`config.mk`:
```
export PLATFORM = sky130hd
export DESIGN_NAME = uart_mm_peripheral
export DESIGN_NICKNAME = d
export VERILOG_FILES = /design/src/rtl/uart_mm_peripheral.sv
export SDC_FILE = /design/constraint.sdc
export NUM_CORES = 1
export LEC_CHECK = 0
export ABC_AREA = 1
export CAP_MARGIN = 25
export CORE_UTILIZATION = 55
export DETAILED_ROUTE_END_ITERATION = 6
export GPL_TIMING_DRIVEN = 0
export PLACE_DENSITY = 0.79
export SYNTH_ARGS = -nofsm -noshare
export SYNTH_HDL_FRONTEND = slang
export SYNTH_SLANG_ARGS = --single-unit
export TNS_END_PERCENT = 20
```
`constraint.sdc`:
```
create_clock -name clk -period 2.7 [get_ports clk]
set_input_delay 0.27 -clock clk [delete_from_list [all_inputs] [get_ports clk]]
set_output_delay 0.27 -clock clk [all_outputs]
set_load 0.005 [all_outputs]
```
`src/rtl/uart_mm_peripheral.sv`:
```
// Word-indexed UART register window with an 8N1 transmitter and receiver sharing one baud divisor.
// Reads are combinational (zero latency); a TX_DATA write while busy is dropped and flagged, never stalled.
module uart_mm_peripheral #(
    parameter int CLK_FREQ = 50_000_000,
    parameter int BAUD     = 115200,
    parameter int DIV_W    = 16
) (
    input  logic        clk,
    input  logic        rst_n,
    input  logic        Select,
    input  logic        Write,
    input  logic [31:0] Addr,
    input  logic [31:0] WData,
    output logic [31:0] RData,
    output logic        uart_tx,
    input  logic        uart_rx
);

    localparam logic [DIV_W-1:0] RESET_DIV = DIV_W'(CLK_FREQ / BAUD);
    localparam logic [DIV_W-1:0] ONE       = DIV_W'(1);
    localparam logic [DIV_W-1:0] TWO       = DIV_W'(2);

    typedef enum logic [1:0] {ST_IDLE, ST_START, ST_DATA, ST_STOP} uart_state_t;

    logic [2:0] reg_sel;
    logic       wr_en, rd_en;
    logic       wr_tx, wr_baud, wr_clr, rd_rx;

    assign reg_sel = Addr[2:0];
    assign wr_en   = Select & Write;
    assign rd_en   = Select & ~Write;
    assign wr_tx   = wr_en && (reg_sel == 3'd0);
    assign wr_baud = wr_en && (reg_sel == 3'd3);
    assign wr_clr  = wr_en && (reg_sel == 3'd4);
    assign rd_rx   = rd_en && (reg_sel == 3'd2);

    logic unused_bits;
    assign unused_bits = ^{Addr, WData};

    logic [7:0]       tx_data;
    logic [7:0]       rx_byte;
    logic [DIV_W-1:0] baud_div;
    logic             rx_valid, rx_overrun, tx_dropped, rx_frame_err;

    // ---------------- transmitter ----------------
    uart_state_t      tx_state, tx_state_n;
    logic [DIV_W-1:0] tx_cnt, tx_cnt_n, tx_div, tx_div_n;
    logic [2:0]       tx_bit, tx_bit_n;
    logic [7:0]       tx_shift, tx_shift_n;
    logic             tx_accept, tx_drop, tx_bit_end;

    assign tx_bit_end = (tx_cnt == tx_div - ONE);

    always_comb begin
        tx_state_n = tx_state;
        tx_cnt_n   = tx_cnt;
        tx_div_n   = tx_div;
        tx_bit_n   = tx_bit;
        tx_shift_n = tx_shift;
        tx_accept  = 1'b0;
        case (tx_state)
            ST_START: begin
                tx_cnt_n = tx_cnt + ONE;
                if (tx_bit_end) begin
                    tx_cnt_n   = '0;
                    tx_bit_n   = 3'd0;
                    tx_state_n = ST_DATA;
                end
            end
            ST_DATA: begin
                tx_cnt_n = tx_cnt + ONE;
                if (tx_bit_end) begin
                    tx_cnt_n   = '0;
                    tx_shift_n = {1'b0, tx_shift[7:1]};
                    tx_bit_n   = tx_bit + 3'd1;
                    if (tx_bit == 3'd7) tx_state_n = ST_STOP;
                end
            end
            ST_STOP: begin
                tx_cnt_n = tx_cnt + ONE;
                if (tx_bit_end) begin
                    tx_cnt_n   = '0;
                    tx_state_n = ST_IDLE;
                end
            end
            default: ;
        endcase
        // A write landing on the final stop-bit cycle is accepted back-to-back.
        if (wr_tx && tx_state_n == ST_IDLE) begin
            tx_accept  = 1'b1;
            tx_state_n = ST_START;
            tx_cnt_n   = '0;
            tx_div_n   = baud_div;
            tx_shift_n = WData[7:0];
        end
    end

    assign tx_drop = wr_tx & ~tx_accept;

    always_ff @(posedge clk or negedge rst_n) begin
        if (!rst_n) begin
            tx_state <= ST_IDLE;
            tx_cnt   <= '0;
            tx_div   <= RESET_DIV;
            tx_bit   <= 3'd0;
            tx_shift <= 8'd0;
        end else begin
            tx_state <= tx_state_n;
            tx_cnt   <= tx_cnt_n;
            tx_div   <= tx_div_n;
            tx_bit   <= tx_bit_n;
            tx_shift <= tx_shift_n;
        end
    end

    always_comb begin
        case (tx_state)
            ST_START: uart_tx = 1'b0;
            ST_DATA:  uart_tx = tx_shift[0];
            default:  uart_tx = 1'b1;
        endcase
    end

    // ---------------- receiver ----------------
    logic             rx_s1, rx_s2, rx_prev;
    uart_state_t      rx_state, rx_state_n;
    logic [DIV_W-1:0] rx_cnt, rx_cnt_n, rx_div, rx_div_n;
    logic [2:0]       rx_bit, rx_bit_n;
    logic [7:0]       rx_shift, rx_shift_n;
    logic             rx_ok, rx_err, rx_bit_end;

    assign rx_bit_end = (rx_cnt == rx_div - ONE);

    always_comb begin
        rx_state_n = rx_state;
        rx_cnt_n   = rx_cnt;
        rx_div_n   = rx_div;
        rx_bit_n   = rx_bit;
        rx_shift_n = rx_shift;
        rx_ok      = 1'b0;
        rx_err     = 1'b0;
        case (rx_state)
            ST_IDLE: begin
                if (rx_prev && !rx_s2) begin
                    rx_state_n = ST_START;
                    rx_cnt_n   = '0;
                    rx_div_n   = baud_div;
                end
            end
            ST_START: begin
                rx_cnt_n = rx_cnt + ONE;
                // Mid-start-bit check rejects short low glitches.
                if (rx_cnt == (rx_div >> 1) - ONE) begin
                    rx_cnt_n   = '0;
                    rx_bit_n   = 3'd0;
                    rx_state_n = rx_s2 ? ST_IDLE : ST_DATA;
                end
            end
            ST_DATA: begin
                rx_cnt_n = rx_cnt + ONE;
                if (rx_bit_end) begin
                    rx_cnt_n   = '0;
                    rx_shift_n = {rx_s2, rx_shift[7:1]};
                    rx_bit_n   = rx_bit + 3'd1;
                    if (rx_bit == 3'd7) rx_state_n = ST_STOP;
                end
            end
            ST_STOP: begin
                rx_cnt_n = rx_cnt + ONE;
                if (rx_bit_end) begin
                    rx_cnt_n   = '0;
                    rx_state_n = ST_IDLE;
                    rx_ok      = rx_s2;
                    rx_err     = ~rx_s2;
                end
            end
            default: ;
        endcase
    end

    always_ff @(posedge clk or negedge rst_n) begin
        if (!rst_n) begin
            rx_s1    <= 1'b1;
            rx_s2    <= 1'b1;
            rx_prev  <= 1'b1;
            rx_state <= ST_IDLE;
            rx_cnt   <= '0;
            rx_div   <= RESET_DIV;
            rx_bit   <= 3'd0;
            rx_shift <= 8'd0;
        end else begin
            rx_s1    <= uart_rx;
            rx_s2    <= rx_s1;
            rx_prev  <= rx_s2;
            rx_state <= rx_state_n;
            rx_cnt   <= rx_cnt_n;
            rx_div   <= rx_div_n;
            rx_bit   <= rx_bit_n;
            rx_shift <= rx_shift_n;
        end
    end

    // ---------------- registers and status ----------------
    always_ff @(posedge clk or negedge rst_n) begin
        if (!rst_n) begin
            tx_data      <= 8'd0;
            rx_byte      <= 8'd0;
            baud_div     <= RESET_DIV;
            rx_valid     <= 1'b0;
            rx_overrun   <= 1'b0;
            tx_dropped   <= 1'b0;
            rx_frame_err <= 1'b0;
        end else begin
            if (wr_tx) tx_data <= WData[7:0];
            if (rx_ok) rx_byte <= rx_shift;
            if (wr_baud) baud_div <= (WData[DIV_W-1:0] < TWO) ? TWO : WData[DIV_W-1:0];
            // Set events take priority over read-clear and CLEAR on the same edge.
            rx_valid     <= rx_ok | (rx_valid & ~rd_rx);
            rx_overrun   <= (rx_ok & rx_valid & ~rd_rx) | (rx_overrun & ~(wr_clr & WData[1]));
            tx_dropped   <= tx_drop | (tx_dropped & ~(wr_clr & WData[2]));
            rx_frame_err <= rx_err | (rx_frame_err & ~(wr_clr & WData[3]));
        end
    end

    always_comb begin
        RData = 32'd0;
        if (Select) begin
            case (reg_sel)
                3'd0:    RData = {24'd0, tx_data};
                3'd1:    RData = {27'd0, rx_frame_err, tx_dropped, rx_overrun, rx_valid,
                                  (tx_state != ST_IDLE)};
                3'd2:    RData = {24'd0, rx_byte};
                3'd3:    RData = 32'(baud_div);
                default: RData = 32'd0;
            endcase
        end
    end

endmodule
```
======== After elaboration in Yosys (flattened, before gate mapping) ========
Index checks and enable logic that the tools add are counted.
word-level totals
  output and inout port bits .............. 33
  flip-flop bits (word level) ............. 129
  input bits .............................. 69
operators by class
  equal/unequal tests ..................... 22
  bitwise logic cells ..................... 23
  $add $sub $neg .......................... 7
  $lt $le $gt $ge ......................... 1
  reduce and logical (&&, ||, !) cells .... 24
  mux-type cells .......................... 38
operators with widths
  cell                   count
  $mux 16                8
  $pmux 16 s4            1
  $eq 16x16->1           3
  $pmux 16 s3            1
  $add 16x1->16 const B  2
  $sub 16x1->16 const B  2
  $mux 8                 3
  $mux 2                 11
  $lt 16x2->1 const B    1
  $sub 15x1->16 const B  1
  $ne 2x2->1 const B     7
  $and 1x1->1            12
  $mux 3                 4
  $pmux 3 s2             2
  $reduce_bool 2->1      6
  $eq 3x3->1 const B     3
  $eq 2x2->1 const B     4
  $pmux 2 s4             1
  $not 1->1              7
  $add 3x1->3 const B    2
  $eq 3x2->1 const B     2
  $logic_and 1x1->1      6
  $pmux 2 s3             1
  $reduce_and 2->1       3
  12 further kinds       22

======== Depth between registers and ports, before layout ========
Gate-level depths: netlist (run 1).
  depth in word-level cells ............... 10
  gate-level depth with buffers ........... 18
  depth with buffers taken out ............ 17

======== Worst setup path before layout (run 1) ========
No wires, ideal clock.
  path kind ............................... flip-flop to flip-flop
  start ................................... reg rx_div[1]
  end ..................................... reg rx_shift[5]
  required time ........................... 2624 ps
  arrival ................................. 2159 ps
  period minus slack after synthesis ...... 2236 ps
  stages on the path, launching flop included .. 15
  setup slack ............................. 464 ps
  cell sequence ........................... dfstp_2 inv_1 ha_1 buf_2 nand2_2 xor2_1 nor2_1 nor3b_1 nand3_1 nor2_1 nand2_2 nor2_8 buf_8 nand2_1 o21ai_1
on the way
  cells in the longest elaborated chain, start to end .. 3
ends and longest elaborated chain
  what                        RTL line  text
  start, declared             127       logic [DIV_W-1:0] rx_cnt, rx_cnt_n, rx_div, rx_div_n;
  start signal, assigned      197       rx_div <= rx_div_n;
  $sub 16x1->16               132       assign rx_bit_end = (rx_cnt == rx_div - ONE);
  $eq 16x16->1                132
  $reduce_and 2->1 (no line)  n/a
  end signal, assigned        199       rx_shift <= rx_shift_n;
  end, declared               129       logic [7:0] rx_shift, rx_shift_n;
Every way passes these cells.
A chain may end at the register's enable or synchronous reset.

======== Worst setup path after layout (run 1) ========
  start ................................... in Addr[2]
  end ..................................... out RData[9]
on the way
  cells in the longest elaborated chain, start to end .. 3
ends and longest elaborated chain
  what                                      RTL line  text
  start, declared                           12        input logic [31:0] Addr,
  $eq 3x2->1, or another cell as far along  228       case (reg_sel)
  $pmux 16 s4 *                             228
  $mux 16 *                                 227       if (Select) begin
  end, declared                             14        output logic [31:0] RData,
Mark *: on every way between the ends. The rest lies on a longest branch, timed or not.

==> metrics.md, run 1 <==
| Metric | Value |
|---|---|
| Max-Cap Viols | `0` |
| Tightest Hold Check Type | `input port to flip-flop` |
| Worst skew pair latency | `420 ps` |
| Largest net degree at the start of global routing | `80` |
| Dominant synthesized flop cell | `dfrtp_1` |
| Power Total | `0.00770 W` |
| Finish-stage setup viols | `0` |
| Clk pin slew, worst setup/hold paths | `60 ps` |
| Sequential area share after synthesis | `38.0%` |
| # IOs | `102` |
| Mean Syn Cell Area | `7.52 um2` |
| First-pass GRT wire length | `34100 um` |
| Slew Limit Fails | `0` |
| CP max-delay cell | `clkdlybuf4s50_1` |
| CP Capture Type | `primary output` |
| Post-DP HPWL | `15600 um` |
| Post-route setup slack | `106 ps` |
| Fin. Hold Viols | `0` |
| Pwr Density | `774 nW/um2` |
| Fill cells | `1239` |
| Unrepaired setup endpoints after global routing | `yes` |
| DRT iter0 DRCs | `626` |
| Max VDD drop | `552 uV` |
| Mapped Area | `8550 um2` |
| Ranking of synthesized cells by area | `dfrtp_1 32%, nand2_1 13%, nand3_1 5.8%` |
| Final WL | `20700 um` |
| Clk sink count | `129` |
| Num CTS Buffers | `17` |
| Finished Cell Area | `9950 um2` |
| Routed Antenna Nets | `0` |
| Top-area cell type share of the netlist area | `32.5%` |
| Fin util | `65.4%` |
| Synth Warn # | `0` |
| H-tree depth | `4` |
| Routed wire per std cell | `14.7 um` |
| Period utilization | `96.1%` |
| CP bufs+invs | `4` |
| Die Width | `127 um` |
| Async set or reset register ratio after synthesis | `100%` |
| CORE AREA | `15200 um2` |
| Die Y-Extent | `127 um` |
| Gr usage total | `26.9%` |
| Leakage power | `4.73 nW` |
| Register area | `3250 um2` |
| Final Wtd Congestion | `0.896` |
| Library cells used by synthesis | `52` |
| Remaining DRCs | `0` |
| Worst Path Required | `2430 ps` |
| Vias in the first global route | `7070` |
| CP peak stage delay | `590 ps` |
| Initial antenna violation count | `0` |
| Reg-to-reg setup timing slack | `170 ps` |
| CP arrival | `2320 ps` |
| Outcome | `complete, no violations` |
| Ant diodes | `0` |
| CTS max path bufs | `2` |
| Root Driver | `clkbuf_16` |
| Setup Skew | `7.60 ps` |
| Cell-by-cell trace of the critical path | `clkdlybuf4s50_1, nor3_4, inv_1, nor2_1, inv_1, nor2_1, clkdlybuf4s50_1` |
| Fmax | `0.386 GHz` |
| Crit start category | `input port` |
| Largest fanout on the critical path | `8` |
| EDFF count, synth | `0` |
| # port buffers | `39` |
| Minimum clock period | `2590 ps` |
| # rows | `45` |
| Hold depth | `1` |
| Seq cells post-synth | `129` |
| DR pass1 iterations | `6` |
| DR vias | `7603` |
| Share of layout cells above drive strength 1 | `15.6%` |
| Crit path depth | `7` |
| Die area | `16000 um2` |
| Synth area leader | `dfrtp_1` |
| Initial core utilization | `56.2%` |
| Nets | `1293` |
| Cells after synthesis | `1137` |
| CTS tree | `yes` |
| Via density | `5.37` |
| Reg2reg path depth | `17` |
| Critical path class | `input port to primary output` |
| Area grow syn2layout | `16.4%` |
| Slew @ Worst Pin | `740 ps` |
| Congestion Overflow GR | `0` |
| Cell Area, Placed | `9260 um2` |
| Slew headroom | `50.7%` |
| Multi-input logic area | `4580 um2` |
| Pre-CTS setup slack | `-132 ps` |
| CP top delay family | `buffers and inverters` |
[cell type report]
type                    instances  area share [%]
plain buffers                  48            3.27
clock buffers                  19            4.55
clock inverters                13            1.52
inverters                     134            5.11
multi-input cells             841            46.1
flip-flops and latches        129            32.7
well taps                     188            2.36
repair buffers                 43            4.46
[worst register-to-register path, delay by kind of cell, from the launching register on]
kind / cells / cell delay (ps)
flops: 1 / 560
simple gates: 13 / 1230
compound gates: 1 / 190
buf+inv: 2 / 260
fa+ha+maj: 1 / 190
[power breakdown]
group | internal, W | switching [W] | total [W]
clock network | 0.00142 | 0.000896 | 0.00232
logic | 0.000971 | 0.00189 | 0.00287
registers | 0.00223 | 0.000280 | 0.00251
total | 0.00463 | 0.00307 | 0.00770
[synth_stat cells, types with 15 or more instances]
library cell  number
xor2_1            40
inv_1            125
o21ai_1           24
dfrtp_1          111
o21ai_0           65
nand2_1          288
dfstp_2           18
nor2_1            97
nand3_1           99
nand4_1           23
nor2_4            15
xnor2_1           24
nand2_2           16
buf_4             17
[state kept, by name (all words and copies together), names as in the netlist, 2 cells and up, named ones only]
| name | count |
|---|---|
| tx_cnt | 16 |
| tx_shift | 8 |
| baud_div | 16 |
| rx_bit | 3 |
| tx_state | 2 |
| rx_shift | 8 |
| rx_cnt | 16 |
| rx_div | 16 |
| tx_data | 8 |
| rx_byte | 8 |
| tx_div | 16 |
| tx_bit | 3 |
[through the flow]
step	cells	hold WS, ps	TNS (ps)
2_1_floorplan	1152	-25.6	0
3_3_place_gp	1379	346	-434930
3_5_place_dp	1380	234	-996
4_1_cts	1413	258	0
5_1_grt	1415	265	-25.3
6_report	1415	263	0
[metal layers]
layer	GRT usage (%)	vias up	routed length, um
met5	0	-	0
met1	36.3	3520	8990
met2	43.9	249	10100
met3	4.26	42	1140
li1	-	3792	-
met4	9.73	0	542
[timing repair]
action	4_1_cts	5_1_grt
resized for setup	2	14
pin swaps	0	5
hold endpoints to repair	46	0
setup endpoints to repair	14	56
setup buffers	0	2
hold buffers	1	0
[worst paths after layout]
kind | from | end
setup / recovery | Addr[2] | RData[9]
hold / removal | uart_rx | rx_s1
setup reg to reg | rx_div[1] | rx_state[0]
hold reg to reg | rx_s1 | rx_s2
max in group asynchronous | rst_n | rx_s1
min in group asynchronous | rst_n | tx_cnt[9]
[cells by family (layout without fill, tap and decap cells)]
logic type               count (synthesis)  in the layout  synth area share [%]
AND/OR/NAND/NOR                        603            603                  33.7
buffers and inverters                  182            257                  9.72
flip-flops                             129            129                  38.0
adder cells (fa/ha/maj)                 10             10                  1.46
AO/OA/AOI/OAI                          147            147                  10.3
XOR/XNOR                                65             65                  6.75
other                                    1             16                0.0439
[cell usage in the layout (no fill, tap or decap), types with 3 or more instances in the layout]
cell type,count
xnor2_1,24
nand2_4,7
or2_2,3
o21ai_0,65
clkbuf_1,12
inv_6,4
conb_1,16
dfstp_2,18
nand2_2,15
ha_1,10
buf_4,19
dfrtp_1,111
clkinv_1,3
clkdlybuf4s50_1,38
nand3b_1,13
nor2_4,16
clkbuf_16,17
xor2_1,40
nor2_2,16
buf_6,7
nand4_1,23
nand2_1,286
o21ai_2,13
nor3_1,9
nor4_1,6
clkinv_4,4
o22ai_1,11
inv_2,6
inv_1,124
a221oi_1,4
nor2_1,93
a21oi_2,12
o21ai_1,24
a21oi_1,10
buf_2,9
clkinvlp_4,4
nand3_1,99
No activity file was read; power rests on OpenSTA's default activity.
==> run 2, diff against run 1 <==
==> constraint.sdc (replaced) <==
create_clock -name clk -period 2.7 [get_ports clk]
set_input_delay 0.27 -clock clk [delete_from_list [all_inputs] [get_ports clk]]
set_output_delay 0.27 -clock clk [all_outputs]
set_load 0.02 [all_outputs]
==> run 2 against run 1 <==
Compared with the run above:
- non-clock buffer count down 1
- critical path depth up 1
- power up 0.37%
- utilization up 0.19 points
- setup slack better by 12 ps
- clock skew about the same
- clock power about the same
- design area up 0.29%
==> metrics.md, run 2 (same netlist as run 1, synthesis figures left out) <==
| Metric | Value |
|---|---|
| Outcome | `complete, no violations` |
| Tightest Hold Check Type | `input port to flip-flop` |
| # IOs | `102 (unchanged)` |
| Fin. Hold Viols | `0 (unchanged)` |
| Worst skew pair latency | `420 ps (about the same)` |
| Slew @ Worst Pin | `736 ps (-4.05 ps)` |
| Routed Antenna Nets | `0 (unchanged)` |
| Clk pin slew, worst setup/hold paths | `60 ps (about the same)` |
| Slew headroom | `50.9% (+0.27 points)` |
| Reg-to-reg setup timing slack | `160 ps (about the same)` |
| Unrepaired setup endpoints after global routing | `no` |
| Period utilization | `95.6% (-0.45 points)` |
| Via density | `5.40 (+0.58%)` |
| Largest fanout on the critical path | `9 (+1)` |
| Fmax | `0.387 GHz (+0.47%)` |
| Cell-by-cell trace of the critical path | `clkdlybuf4s50_1, inv_1, nor3_4, a22oi_1, o21ai_0, nand2_1, inv_1, clkdlybuf4s50_1` |
| Die Width | `127 um (unchanged)` |
| Share of layout cells above drive strength 1 | `15.7% (about the same)` |
| # port buffers | `39 (unchanged)` |
| Root Driver | `clkbuf_16` |
| CP Capture Type | `primary output` |
| Die Y-Extent | `127 um (unchanged)` |
| Worst Path Required | `2430 ps (about the same)` |
| Initial antenna violation count | `0 (unchanged)` |
| Final Wtd Congestion | `0.896 (unchanged)` |
| Crit start category | `input port` |
| Routed wire per std cell | `14.7 um (+0.49%)` |
| Leakage power | `4.94 nW (+4.4%)` |
| Slew Limit Fails | `0 (unchanged)` |
| Initial core utilization | `56.2% (unchanged)` |
| # rows | `45 (unchanged)` |
| CTS tree | `yes` |
| Ant diodes | `0 (unchanged)` |
| DR pass1 iterations | `5 (-1)` |
| Largest net degree at the start of global routing | `80 (unchanged)` |
| CP max-delay cell | `clkdlybuf4s50_1` |
| Minimum clock period | `2580 ps (-12.1 ps)` |
| CP top delay family | `buffers and inverters` |
| CTS max path bufs | `2 (unchanged)` |
| Post-DP HPWL | `15600 um (unchanged)` |
| Vias in the first global route | `7068 (-0.028%)` |
| Worst hold start | `uart_rx` |
| Num CTS Buffers | `17 (unchanged)` |
| Commonest non-fill, non-tap cells in the layout | `286 x nand2_1, 124 x inv_1, 110 x dfrtp_1` |
| Fill cells | `1227 (-0.97%)` |
| DRT iter0 DRCs | `616 (-1.6%)` |
| Max VDD drop | `548 uV (-0.82%)` |
| Max-Cap Viols | `0 (unchanged)` |
| Final WL | `20800 um (+0.41%)` |
| CP bufs+invs | `4 (unchanged)` |
| Final Hold Slack | `266 ps (+2.75 ps)` |
| Setup Skew | `7.45 ps (-0.152 ps)` |
| First-pass GRT wire length | `34000 um (about the same)` |
| Die area | `16000 um2 (unchanged)` |
| Crit. Startpoint | `Addr[1]` |
| Post-route setup slack | `118 ps (+12.1 ps)` |
| Gr usage total | `26.9% (about the same)` |
| Congestion Overflow GR | `0 (unchanged)` |
| CORE AREA | `15200 um2 (unchanged)` |
| Worst reg2reg path startpoint | `rx_div[1]` |
| Clk sink count | `129 (unchanged)` |
| Remaining DRCs | `0 (unchanged)` |
| Fin util | `65.6% (+0.19 points)` |
| Pwr Density | `774 nW/um2 (about the same)` |
| DR vias | `7642 (+0.51%)` |
| H-tree depth | `4 (unchanged)` |
| Area grow syn2layout | `16.7%` |
| Critical path class | `input port to primary output` |
| Register area | `3250 um2 (about the same)` |
| Nets | `1292 (-0.077%)` |
| Finish-stage setup viols | `0 (unchanged)` |
| Pre-CTS setup slack | `-235 ps (-103 ps)` |
| CP arrival | `2310 ps (about the same)` |
| Multi-input logic area | `4590 um2 (+0.11%)` |
| Commonest non-fill, non-tap cell in the layout | `nand2_1` |
| CP peak stage delay | `590 ps (about the same)` |
==> run 2: area by class of cell <==
class / instances / area share [%]
clock buffer: 19 / 4.54
clock inverter: 13 / 1.52
multi-input combinational: 841 / 46.0
timing repair buffer: 42 / 4.68
buffer: 48 / 3.26
tap: 188 / 2.36
sequential: 129 / 32.6
inverter: 134 / 5.09
==> run 2: path summary, 6_finish.rpt <==
check                               to  cells after the start
min                              rx_s1                      1
min in group asynchronous   tx_div[14]                      2
min reg2reg                      rx_s2                      0
max                           RData[6]                      8
max in group asynchronous        rx_s1                      3
max reg2reg                rx_state[0]                     17
==> run 2: layer usage <==
metal | up-vias | share of wire (%) | global-route usage, %
li1 | 3788 | - | -
met1 | 3577 | 44 | 36.4
met2 | 222 | 48 | 44.0
met3 | 55 | 4.8 | 4.22
met4 | 0 | 3.0 | 9.52
met5 | - | 0 | 0
==> run 2: repair_timing <==
action / CTS / global route
endpoints found under the setup margin: 25 / 60
hold buffers: 1 / 0
resized for setup: 3 / 27
hold endpoints to repair: 46 / 0
buffers inserted: 0 / 1
pin swaps: 0 / 5
==> run 2: metrics by stage <==
stage,power [W],area (um2),setup TNS [ps],std cells
after floorplan,0.00462,8610,0,1152
final,0.00773,9980,0,1414
after detailed placement,0.00532,9260,-1700,1380
after global placement,0.00524,9230,-435520,1379
after CTS,0.00765,9890,0,1413
after global routing,0.00820,9980,0,1414
==> run 2: worst reg2reg max path, delay by kind of cell, from the launching register on <==
kind / cells / cell delay, ps
simple gates: 13 / 1230
buf+inv: 2 / 260
fa+ha+maj: 1 / 190
compound gates: 1 / 190
flops: 1 / 560
==> run 2: report_power, final <==
group | internal [W] | total [W] | switching [W] | leakage, nW
clock | 0.00142 | 0.00231 | 0.000891 | 0.283
combinational | 0.000969 | 0.00289 | 0.00193 | 3.05
sequential | 0.00224 | 0.00252 | 0.000283 | 1.61
total | 0.00463 | 0.00773 | 0.00310 | 4.94
